`src/rtl/uart_tx_ctrl.sv`:
```
// UART transmit controller: frames a parallel word as START / DATA / [PARITY] / STOP
// around an external serializer, with a 1-deep hold buffer for back-to-back frames.
`timescale 1ns/1ps
module uart_tx_ctrl #(
  parameter int DATA_WIDTH  = 8,
  parameter int SER_TIMEOUT = 9
) (
  input  logic                  CLK,
  input  logic                  RST,
  input  logic [DATA_WIDTH-1:0] P_Data,
  input  logic                  Data_Valid,
  input  logic                  PAR_EN,
  input  logic                  PAR_TYP,
  input  logic                  ser_data,
  input  logic                  ser_done,
  output logic                  ser_en,
  output logic                  Ser_Load,
  output logic [DATA_WIDTH-1:0] Ser_P_Data,
  output logic                  TX_OUT,
  output logic                  Busy,
  output logic                  Overrun,
  output logic                  Frame_Err
);

  localparam int CW = $clog2(SER_TIMEOUT + 1);

  typedef enum logic [2:0] {IDLE, START, DATA, PARITY, STOP} state_t;

  // Parity type is folded into par_bit at capture, so it is not kept separately.
  typedef struct packed {
    logic [DATA_WIDTH-1:0] data;
    logic                  par_en;
    logic                  par_bit;
  } word_t;

  state_t        state;
  word_t         frame, hold;
  logic          pending;
  logic [CW-1:0] cnt;

  function automatic word_t mk_word(input logic [DATA_WIDTH-1:0] d,
                                    input logic en, input logic typ);
    word_t w;
    w.data    = d;
    w.par_en  = en;
    w.par_bit = (^d) ^ typ;
    return w;
  endfunction

  always_ff @(posedge CLK or posedge RST) begin
    if (RST) begin
      state     <= IDLE;
      frame     <= '0;
      hold      <= '0;
      pending   <= 1'b0;
      cnt       <= '0;
      Overrun   <= 1'b0;
      Frame_Err <= 1'b0;
    end else begin
      Overrun   <= 1'b0;
      Frame_Err <= 1'b0;
      case (state)
        IDLE: begin
          if (pending) begin
            frame   <= hold;
            state   <= START;
            pending <= Data_Valid;
            if (Data_Valid) hold <= mk_word(P_Data, PAR_EN, PAR_TYP);
          end else if (Data_Valid) begin
            frame <= mk_word(P_Data, PAR_EN, PAR_TYP);
            state <= START;
          end
        end
        START: begin
          cnt   <= '0;
          state <= DATA;
        end
        DATA: begin
          if (ser_done) begin
            state <= frame.par_en ? PARITY : STOP;
          end else if (cnt == CW'(SER_TIMEOUT - 1)) begin
            state     <= STOP;
            Frame_Err <= 1'b1;
          end else begin
            cnt <= cnt + CW'(1);
          end
        end
        PARITY: state <= STOP;
        STOP: begin
          // A word arriving in STOP with the buffer empty goes straight to the frame.
          if (pending) begin
            frame   <= hold;
            pending <= 1'b0;
            state   <= START;
          end else if (Data_Valid) begin
            frame <= mk_word(P_Data, PAR_EN, PAR_TYP);
            state <= START;
          end else begin
            state <= IDLE;
          end
        end
        default: state <= IDLE;
      endcase

      if (state != IDLE && Data_Valid) begin
        if (pending) begin
          Overrun <= 1'b1;
        end else if (state != STOP) begin
          hold    <= mk_word(P_Data, PAR_EN, PAR_TYP);
          pending <= 1'b1;
        end
      end
    end
  end

  assign Busy       = (state != IDLE);
  assign ser_en     = (state == DATA);
  assign Ser_Load   = (state == START);
  assign Ser_P_Data = frame.data;

  always_comb begin
    TX_OUT = 1'b1;
    case (state)
      IDLE:    TX_OUT = 1'b1;
      START:   TX_OUT = 1'b0;
      DATA:    TX_OUT = ser_data;
      PARITY:  TX_OUT = frame.par_bit;
      STOP:    TX_OUT = 1'b1;
      default: TX_OUT = 1'b1;
    endcase
  end

endmodule

```
`config.mk`:
```
export PLATFORM = sky130hd
export DESIGN_NAME = uart_tx_ctrl
export DESIGN_NICKNAME = d
export VERILOG_FILES = /design/src/rtl/uart_tx_ctrl.sv
export SDC_FILE = /design/constraint.sdc
export NUM_CORES = 1
export LEC_CHECK = 0
export ABC_AREA = 1
export CORE_ASPECT_RATIO = 1.1
export CORE_MARGIN = 2
export CORE_UTILIZATION = 35
export DETAILED_ROUTE_END_ITERATION = 8
export GPL_TIMING_DRIVEN = 0
export MAX_ROUTING_LAYER = met4
export PLACE_DENSITY = 0.63
export SLEW_MARGIN = 25
export SYNTH_ARGS = -nofsm -noshare
export SYNTH_HDL_FRONTEND = slang
export SYNTH_SLANG_ARGS = --single-unit
```
`constraint.sdc`:
```
create_clock -name CLK -period 1.2 [get_ports CLK]
set_input_delay 0.12 -clock CLK [delete_from_list [all_inputs] [get_ports CLK]]
set_output_delay 0.12 -clock CLK [all_outputs]
set_load 0.02 [all_outputs]
```
==> impl_metrics.json <==
{
  "worst_path_max_delay_cell": "dfrtp_1",
  "worst_ir_drop_vdd_v": 0.000882,
  "drtIter0Drc": 39,
  "post_synth_main_area_contributors": "dfrtp_1 (45%), nand2_1 (12%), nor2_1 (4.7%)",
  "whs_ns": 0.145,
  "initial_antenna_violation_count": 0,
  "drt_first_pass_iters": 6,
  "row_count": 26,
  "syn-instance-count": 199,
  "wirelength_routed_mm": 3.65,
  "synth_flop_cell": "dfrtp_1",
  "synth.lib_cells_used.distinct": 30,
  "final_hold_viol_count": 0,
  "number_of_flops_mapped_to_enable_cells_by_yosys": 0,
  "grt_pass1_wl_mm": 6.15,
  "hold_class": "input port to flop",
  "fin_skew_ns": 0.00539,
  "drive_gt1_share_pct": 37.3,
  "synth_area_per_cell_um2": 8.44,
  "total_leakage_power_uw": 0.00116,
  "critPathRequiredTime_ns": 1.36,
  "synthesized_cell_area_um2": 1680,
  "crit_path_start_kind": "flop",
  "pin_count": 29,
  "critical_path_s_top_delay_family": "simple AND/OR/NAND/NOR gates",
  "critical_path_arrival_ns": 1.55,
  "synth_top_area_share_pct": 44.7,
  "global_route.overflow_total": 0,
  "yosysMostFrequentCell": "nand2_1",
  "stages_on_the_worst_setup_path": 6,
  "detail_route.drc_violations": 0,
  "floorplan.die.height_um": 76.6,
  "seq_area_frac_synth_pct": 44.7,
  "utilization_pct": 50.7,
  "synth-seq-cells": 30,
  "wl_per_cell_um": 11.5,
  "worst_r2r_endpoint": "hold[1]",
  "cts_htree_levels": 2,
  "die-area_um2": 5370,
  "via_count_of_the_first_global_routing_pass": 1379,
  "cts_hold_repair.buffers": 0,
  "num-nets-final": 277,
  "timing.max_cap.violations": 0,
  "cts_buffers": 5,
  "worstPathCellList": "inv_2 -> nand2_4 -> nor2_4 -> nand3_4 -> nand2_8 -> mux2_4",
  "cp-end-kind": "flop",
  "violated_checks": "setup timing",
  "synthDominantAreaCellType": "dfrtp_1",
  "clock_sinks": 30,
  "finalCriticalPeriod_ns": 1.39,
  "antenna_cells": 0,
  "critical_path.max_fanout": 8,
  "clk_path_buf_depth": 2,
  "start_util_pct": 36.3,
  "cp-endpoint": "hold[1]",
  "tritoncts": "built",
  "crit_path_class": "flop to flop",
  "grt_start_max_net_pins": 31,
  "ys_async_sr_fraction_pct": 100,
  "postLayoutCellArea_um2": 2340,
  "critPathMaxStageDelay_ns": 0.41,
  "maxSlewHeadroom_pct": 57.5,
  "syn_nets": 216,
  "die-width_um": 70.0,
  "critical_path.reg2reg.startpoint": "state[1]",
  "final-setup-viol-count": 30,
  "core_um2": 4620,
  "rrSetupSlack_ns": -0.19,
  "io_buffers": 28,
  "worst-slew-pin-transition_ns": 0.637,
  "slew_viol_final": 0,
  "synthTopCellsByCount": "nand2_1 (54), dfrtp_1 (30), nor2_1 (21), inv_1 (19), nand3_1 (12)",
  "vias_per_instance": 4.64,
  "root_buffer": "clkbuf_8",
  "power_density_nw_per_um2": 2660,
  "placement.cell_area_um2": 2030,
  "path_clk_slew_ns": 0.06,
  "grt_setup_unrepaired": "yes",
  "clk-insertion-delay-late_ns": 0.28,
  "run_status": "finished, violations left",
  "postLayoutSetupSlackWorst_ns": -0.192,
  "crit_path_start": "state[1]",
  "global_route.usage.total_pct": 14.7,
  "route.vias.total": 1466,
  "dpl.hpwl_mm": 2.34,
  "areaGrowthSynthToFinish_pct": 39.4,
  "overall_power_consumption_uw": 6230,
  "ant_nets": 0,
  "clock.fmax_ghz": 0.719,
  "fin_tns_setup_ns": -3.53,
  "synthesis.yosys.warnings": 0,
  "ff2ff_path_depth": 6,
  "post-route-period-util_pct": 116,
  "globalplace.congestion": 0.755,
  "worstPathBufferInverterCount": 1
}
metrics by stage:
step / cells / setup WS (ns)
4_1_cts: 302 / -0.173
5_1_grt: 316 / -0.255
6_report: 316 / -0.192
2_1_floorplan: 199 / -0.127
3_5_place_dp: 283 / -0.393
3_3_place_gp: 283 / -0.389
report_power, final:
part / internal (µW) / switching (µW) / total (µW)
clock: 398 / 348 / 746
combinational: 1810 / 1900 / 3710
sequential: 1480 / 300 / 1780
total: 3680 / 2550 / 6230
layout by cell type (no fill, tap or decap), types with 2 or more instances in the layout:
| cell type | instances |
|---|---|
| dlygate4sd2_1 | 2 |
| a31oi_1 | 10 |
| mux2_4 | 3 |
| inv_1 | 15 |
| nor2_4 | 3 |
| ha_1 | 2 |
| clkbuf_2 | 10 |
| nand2_1 | 51 |
| clkbuf_1 | 2 |
| nand2_2 | 4 |
| buf_4 | 30 |
| dlymetal6s2s_1 | 2 |
| nor2_2 | 4 |
| xnor2_1 | 2 |
| nand3_1 | 9 |
| nor3_1 | 2 |
| nand3_2 | 3 |
| o21ai_2 | 2 |
| nor2_1 | 19 |
| a21oi_2 | 7 |
| nand3_4 | 2 |
| clkdlybuf4s50_1 | 12 |
| inv_2 | 8 |
| clkbuf_8 | 5 |
| o21ai_1 | 2 |
| dfrtp_1 | 30 |
| buf_6 | 8 |
sequential cells by signal, summed over array words and instances (netlist names):
name / flops
Frame_Err: 1
Overrun: 1
Ser_P_Data: 8
cnt: 4
frame: 2
hold: 10
pending: 1
state: 3
tightest hold or removal path, delay by kind of cell:
kind,cells,cell delay [ns]
buf+inv,2,0.22
compound gates,1,0.05
how the worst min path moves through the flow:
stage	start	end	slack (ns)	cells after the start
floorplan	ser_done	Frame_Err	0.19	1
global placement	frame[0]	frame[0]	0.48	2
detailed placement	frame[0]	frame[0]	0.48	2
CTS	RST	Frame_Err	0.27	2
global route	P_Data[2]	hold[4]	0.15	3
finish	P_Data[2]	hold[4]	0.14	3
cell families after synthesis:
| kind of cell | share of synthesized area [%] |
|---|---|
| xor+xnor | 1.57 |
| buf+inv | 11.3 |
| simple gates | 27.7 |
| compound gates | 10.6 |
| mux | 2.68 |
| fa+ha+maj | 1.49 |
| flops | 44.7 |
layer usage:
| layer | wire length (µm) | up-vias | track usage [%] |
|---|---|---|---|
| met3 | 141 | 7 | 3.31 |
| li1 | - | 745 | - |
| met5 | 0 | - | - |
| met1 | 1620 | 690 | 17.2 |
| met4 | 55 | 0 | 5.38 |
| met2 | 1830 | 24 | 24.7 |
layout make-up:
type / count / area (µm²)
fill: 455 / 2280
multi-input combinational: 133 / 796
sequential: 30 / 751
timing repair buffer: 54 / 452
buffer: 12 / 101
inverter: 24 / 95.1
clock buffer: 7 / 76.3
tap: 56 / 70.1
what timing repair did:
| action | in CTS | in global routing |
|---|---|---|
| endpoints found under the setup margin | 40 | 39 |
| cloned | 0 | 1 |
| buffers inserted | 12 | 13 |
| gates resized for setup | 48 | 28 |
| pin swaps | 3 | 13 |
Note: power is estimated with default switching activity, not from simulation.
==> variant 1, RTL diff (same settings) <==
`DATA_WIDTH`: 8 -> 12.
--- a/src/rtl/uart_tx_ctrl.sv
+++ b/src/rtl/uart_tx_ctrl.sv
@@ -4,3 +4,3 @@
 module uart_tx_ctrl #(
-  parameter int DATA_WIDTH  = 8,
+  parameter int DATA_WIDTH  = 12,
   parameter int SER_TIMEOUT = 9
Ports: changed (resized P_Data and Ser_P_Data); port bits go from 29 to 37. No check against the original RTL was run, so the function may have changed too.
==> variant 1 against the unedited design <==
- the run still ends with negative setup slack left
- synthesized area rose by 26%
- combinational power rose by 40%
- routed wire length rose by 40%
- sequential cell count rose by 8
- power rose by 34%
- cell area rose by 32%
- worst setup slack got worse by 0.019 ns
- global-route usage rose by 1.1 points
- cell count rose by 29%
- largest power group unchanged
==> variant 1: results (changes against the unedited design) <==
* Status: finished, violations left
- Violations in the final reports: negative setup slack
- Cell leakage power: 1.571 nW (+36%)
* Compound-cell area share of the yosys netlist: 11.53% (+0.95 points)
- Master of the slowest instance on the critical path: sky130_fd_sc_hd__dfrtp_2
- Worst IR drop on VDD: 1065 µV (+21%)
- The total standard cell area after synthesis came to 2116 µm² (+26%).
- The distinct cell type count after synthesis came to 28 (-6.7%).
- GRT Util Overall: 15.81% (+1.1 points)
* Launch point of the worst reg-to-reg path: state[0]
- Fin nets: 353 (+27%)
* Power in sequential cells: 2.26 mW (+27%)
- The synthesized netlist net count came to 289 (+34%).
* Avg Synthesized Cell Area: 7.895 µm² (-6.4%)
* # resized after CTS: 104 (+120%)
- The depth of the most critical reg-to-reg path is 9 (+3).
- Arrival time of the worst setup path: 1.59 ns (+0.04 ns)
* Share of layout cells above drive strength 1: 39.58% (+2.3 points)
- Maximum number of pins on one net before global-route repair: 28 (-9.7%)
- The flip-flop count of the largest register, all copies and words added came to 14 (+4).
- Clock network power: 0.871 mW (+17%)
- The number of iterations in the first detailed-routing pass was 4 (-2).
- By count the netlist is led by sky130_fd_sc_hd__nand2_1 (83), sky130_fd_sc_hd__dfrtp_1 (38), sky130_fd_sc_hd__inv_1 (31), sky130_fd_sc_hd__nor2_1 (23), sky130_fd_sc_hd__a31oi_1 (14).
* Count of placed standard cells including taps: 382 (+35%)
- The number of port buffers came to 36 (+29%).
* Clock Skew: 0.005564 ns (+0.0001726 ns)
- Combinational group power: 5.19 mW (+40%)
- The total negative slack was -5.290 ns (-1.759 ns).
* Worst Hold Class: in2async
- First-pass GRT wire length: 8045 µm (+31%)
- The reported net switching power came to 3.486 mW (+37%).
* Via count of the first global-routing pass: 1771 (+28%)
- Yosys attributes the largest share of cell area to sky130_fd_sc_hd__dfrtp_1 (45%), sky130_fd_sc_hd__nand2_1 (15%), sky130_fd_sc_hd__inv_1 (5.5%), sky130_fd_sc_hd__buf_4 (4.3%), sky130_fd_sc_hd__a31oi_1 (4.1%).
- The post-placement worst setup slack is -0.4376 ns (-0.04465 ns).
* PnR worst setup slack: -0.2103 ns (-0.01870 ns)
- The pin slew with the least headroom to its limit came to 0.2850 ns (-0.3520 ns).
* DR iter-0 viols: 106 (+170%)
- Largest stage delay on the critical path: 0.43 ns (+0.02 ns)
* Critical path fanouts, max: 10 (+2)
- The number of standard cells in the final layout excluding fillers is 408 (+29%).
- Hpwl dp: 3324 µm (+42%)
- Share of synthesized area spent on multiplexers: 0% (-2.7 points)
* Sequential share of the synthesized area: 44.94% (+0.23 points)
- Vias per Instance: 4.669 (+0.64%)
- The area after detailed placement is 2599 µm² (+28%).
- Setup violators final: 39 (+30%)
* Total Die Area: 6684 µm² (+25%)
- Routability-driven placement congestion ratio: 0.8126 (+7.6%)
- Xor-xnor portion of the synthesized cell area: 1.656% (+0.091 points)
-- variant 1: cell types whose count changed after synthesis, moves of 3 or more --
cell	change
sky130_fd_sc_hd__inv_1	+12
sky130_fd_sc_hd__buf_2	+3
sky130_fd_sc_hd__o21ai_2	+9
sky130_fd_sc_hd__a21oi_2	-6
sky130_fd_sc_hd__mux2_4	-3
sky130_fd_sc_hd__nand2_2	+7
sky130_fd_sc_hd__dfrtp_1	+8
sky130_fd_sc_hd__a31oi_1	+4
sky130_fd_sc_hd__buf_4	+4
sky130_fd_sc_hd__nand2_1	+29
-- variant 1: kinds of logic (layout without fill, tap and decap cells) --
family	Yosys count	count (layout)
AO/OA/AOI/OAI	34	34
buffers and inverters	55	118
AND/OR/NAND/NOR	135	135
XOR/XNOR	4	4
adder cells (fa/ha/maj)	2	2
flip-flops	38	38
-- variant 1: worst max path at each step --
stage / from / to / slack, ns / cells past startpoint
6_report: state[0] / hold[1] / -0.21 / 9
4_1_cts: state[2] / Ser_Load / -0.22 / 4
2_1_floorplan: state[2] / cnt[0] / -0.16 / 8
3_5_place_dp: Data_Valid / Ser_P_Data[0] / -0.44 / 6
3_3_place_gp: RST / hold[3] / -0.72 / 2
5_1_grt: state[1] / cnt[2] / -0.30 / 9
-- variant 1: area by class of cell --
type                            count  area (µm²)
Timing Repair Buffer               57       603.1
Inverter                           36       142.6
Clock buffer                        6       82.58
Tap cell                           77       96.34
Multi-Input combinational cell    175        1017
Buffer                             19       188.9
Fill cell                         538        2720
Sequential cell                    38       954.7
-- variant 1: metal layers --
layer / vias up / GRT usage, % / share of wire, %
met3: 7 / 3.263 / 3.3
met4: 0 / 4.785 / 1.1
met2: 30 / 26.18 / 50
met1: 916 / 19.58 / 46
li1: 952 / - / -
met5: - / - / 0
==> variant 2, RTL diff (same settings) <==
Made on the original files. Register the inputs `P_Data`, `Data_Valid`, `PAR_EN`, `PAR_TYP`, `ser_data` and `ser_done` before use. The logic sees them one clock later.
--- a/src/rtl/uart_tx_ctrl.sv
+++ b/src/rtl/uart_tx_ctrl.sv
@@ -35,2 +35,18 @@
 
+  logic [DATA_WIDTH-1:0] P_Data_q;
+  logic Data_Valid_q;
+  logic PAR_EN_q;
+  logic PAR_TYP_q;
+  logic ser_data_q;
+  logic ser_done_q;
+
+  always_ff @(posedge CLK) begin
+    P_Data_q     <= P_Data;
+    Data_Valid_q <= Data_Valid;
+    PAR_EN_q     <= PAR_EN;
+    PAR_TYP_q    <= PAR_TYP;
+    ser_data_q   <= ser_data;
+    ser_done_q   <= ser_done;
+  end
+
   state_t        state;
@@ -66,6 +82,6 @@
             state   <= START;
-            pending <= Data_Valid;
-            if (Data_Valid) hold <= mk_word(P_Data, PAR_EN, PAR_TYP);
-          end else if (Data_Valid) begin
-            frame <= mk_word(P_Data, PAR_EN, PAR_TYP);
+            pending <= Data_Valid_q;
+            if (Data_Valid_q) hold <= mk_word(P_Data_q, PAR_EN_q, PAR_TYP_q);
+          end else if (Data_Valid_q) begin
+            frame <= mk_word(P_Data_q, PAR_EN_q, PAR_TYP_q);
             state <= START;
@@ -78,3 +94,3 @@
         DATA: begin
-          if (ser_done) begin
+          if (ser_done_q) begin
             state <= frame.par_en ? PARITY : STOP;
@@ -94,4 +110,4 @@
             state   <= START;
-          end else if (Data_Valid) begin
-            frame <= mk_word(P_Data, PAR_EN, PAR_TYP);
+          end else if (Data_Valid_q) begin
+            frame <= mk_word(P_Data_q, PAR_EN_q, PAR_TYP_q);
             state <= START;
@@ -104,3 +120,3 @@
 
-      if (state != IDLE && Data_Valid) begin
+      if (state != IDLE && Data_Valid_q) begin
         if (pending) begin
@@ -108,3 +124,3 @@
         end else if (state != STOP) begin
-          hold    <= mk_word(P_Data, PAR_EN, PAR_TYP);
+          hold    <= mk_word(P_Data_q, PAR_EN_q, PAR_TYP_q);
           pending <= 1'b1;
@@ -125,3 +141,3 @@
       START:   TX_OUT = 1'b0;
-      DATA:    TX_OUT = ser_data;
+      DATA:    TX_OUT = ser_data_q;
       PARITY:  TX_OUT = frame.par_bit;
Formal check against the unedited RTL: not equivalent (Yosys sat finds a counterexample within 4 cycles, from zero or initial values and one cycle with RST high).
==> variant 2 against the unedited design <==
- the run still ends with negative setup slack left
- power rose by 13%
- sequential cell count grew 13
- sequential share of layout area grew 5.6 points
- cell count is 10% higher
- cell area increased by 15%
- die area is 13% higher
- routed wire length up 2.2%
- hold slack gained 0.083 ns
- synthesized area increased by 13%
- worst setup slack improved by 0.016 ns
- critical path type unchanged
- largest cell class is now sequential cells
- largest power group unchanged
==> variant 2: results (changes against the unedited design) <==
- The run finished, with violations left.
- The cell family contributing the most delay on the critical path is flip-flops.
- Compound-cell area share of the yosys netlist: 11.90% (+1.3 points)
- Post-Synthesis Net Count: 231 (+6.9%)
- Cell area after placement: 2285 µm² (+13%)
* Fin nets: 290 (+4.7%)
- The adder and majority cell fraction of the synthesized area was 1.315% (-0.18 points).
- The routed via count was 1541 (+5.1%).
* Count of placed standard cells including taps: 317 (+12%)
- Distinct cell type count after synthesis: 28 (-6.7%)
- Share of layout cells above drive strength 1: 39.05% (+1.7 points)
- The critical path's largest stage delay is 0.46 ns (+0.05 ns).
- The internal cell power is 4.362 mW (+19%).
* PnR worst setup slack: -0.1758 ns (+0.01578 ns)
- The placer's final routability congestion estimate is 0.7641 (+1.2%).
* Setup violators final: 30 (unchanged)
- Number of detailed-routing iterations run before antenna repair: 4 (-2)
- Worst IR drop on VDD: 924.3 µV (+4.8%)
- The leakage power came to 1.268 nW (+9.5%).
* Post-CTS setup buffer count: 15 (+3)
- # resized after CTS: 69 (+44%)
- The detailed-route wire length was 3730 µm (+2.2%).
* Clock edge transition at the registers on the reported setup and hold paths: 0.08 ns (+0.02 ns)
- The sequential cell area fraction in the yosys report is 53.12% (+8.4 points).
* Worst slew slack as a fraction of its limit: 57.82% (+0.34 points)
* Worst Hold Class: in2async
- DR iter-0 viols: 46 (+18%)
- Launch point of the worst path: state[0]
- Clock Skew: 0.006976 ns (+0.001584 ns)
- Share of synthesized area spent on multiplexers: 0% (-2.7 points)
* Cell count of the worst reg-to-reg path: 7 (+1)
* Violations in the final reports: negative setup slack
- Most used standard cells in the synthesized netlist: sky130_fd_sc_hd__nand2_1 (49), sky130_fd_sc_hd__dfrtp_1 (30), sky130_fd_sc_hd__inv_1 (26), sky130_fd_sc_hd__nor2_1 (20), sky130_fd_sc_hd__nand3_1 (14)
* Post-synthesis async set-or-reset flop share: 69.77% (-30 points)
==> variant 2: changes by cell type in the layout (fill, tap and decap cells not counted), moves of 3 or more <==
cell,unedited run,this run
sky130_fd_sc_hd__o21ai_2,2,5
sky130_fd_sc_hd__nand2_2,4,1
sky130_fd_sc_hd__nand2_1,51,48
sky130_fd_sc_hd__clkbuf_2,10,2
sky130_fd_sc_hd__nand3_2,3,6
sky130_fd_sc_hd__dfxtp_1,0,11
sky130_fd_sc_hd__buf_6,8,11
sky130_fd_sc_hd__buf_4,30,25
sky130_fd_sc_hd__buf_2,1,8
sky130_fd_sc_hd__mux2_4,3,0
==> variant 2: layout make-up <==
cell class                      instances  area, µm²
Sequential cell                        43       1015
Tap cell                               75      93.84
Clock inverter                          2      35.03
Inverter                               28      110.1
Timing Repair Buffer                   52      457.9
Multi-Input combinational cell        130      790.8
Clock buffer                            6      82.58
Fill cell                             511       2633
Buffer                                 13      107.6
==> variant 2: final timing paths <==
| path | endpoint | slack (ns) |
|---|---|---|
| setup / recovery | hold[4] | -0.18 |
| hold / removal | pending | 0.23 |
| setup reg to reg | hold[4] | -0.18 |
| hold reg to reg | Frame_Err | 0.47 |
| max in group asynchronous | state[0] | 0.53 |
| min in group CLK | P_Data_q[0] | 0.26 |
==> variant 2: power by group through the flow <==
stage	combinational, mW	clock [mW]	sequential, mW
global route	4.03	1.29	2.25
detailed placement	2.88	0	2.22
CTS	3.28	1.21	2.20
floorplan	2.05	0	2.17
global placement	2.84	0	2.21
finish	3.67	1.16	2.20
==> variant 2: routing by layer <==
layer	vias up	GRT usage, %	routed length, µm
met3	8	3.598	124
met2	30	25.00	1959
li1	788	-	-
met1	715	16.26	1568
met4	0	5.357	78
met5	-	-	0
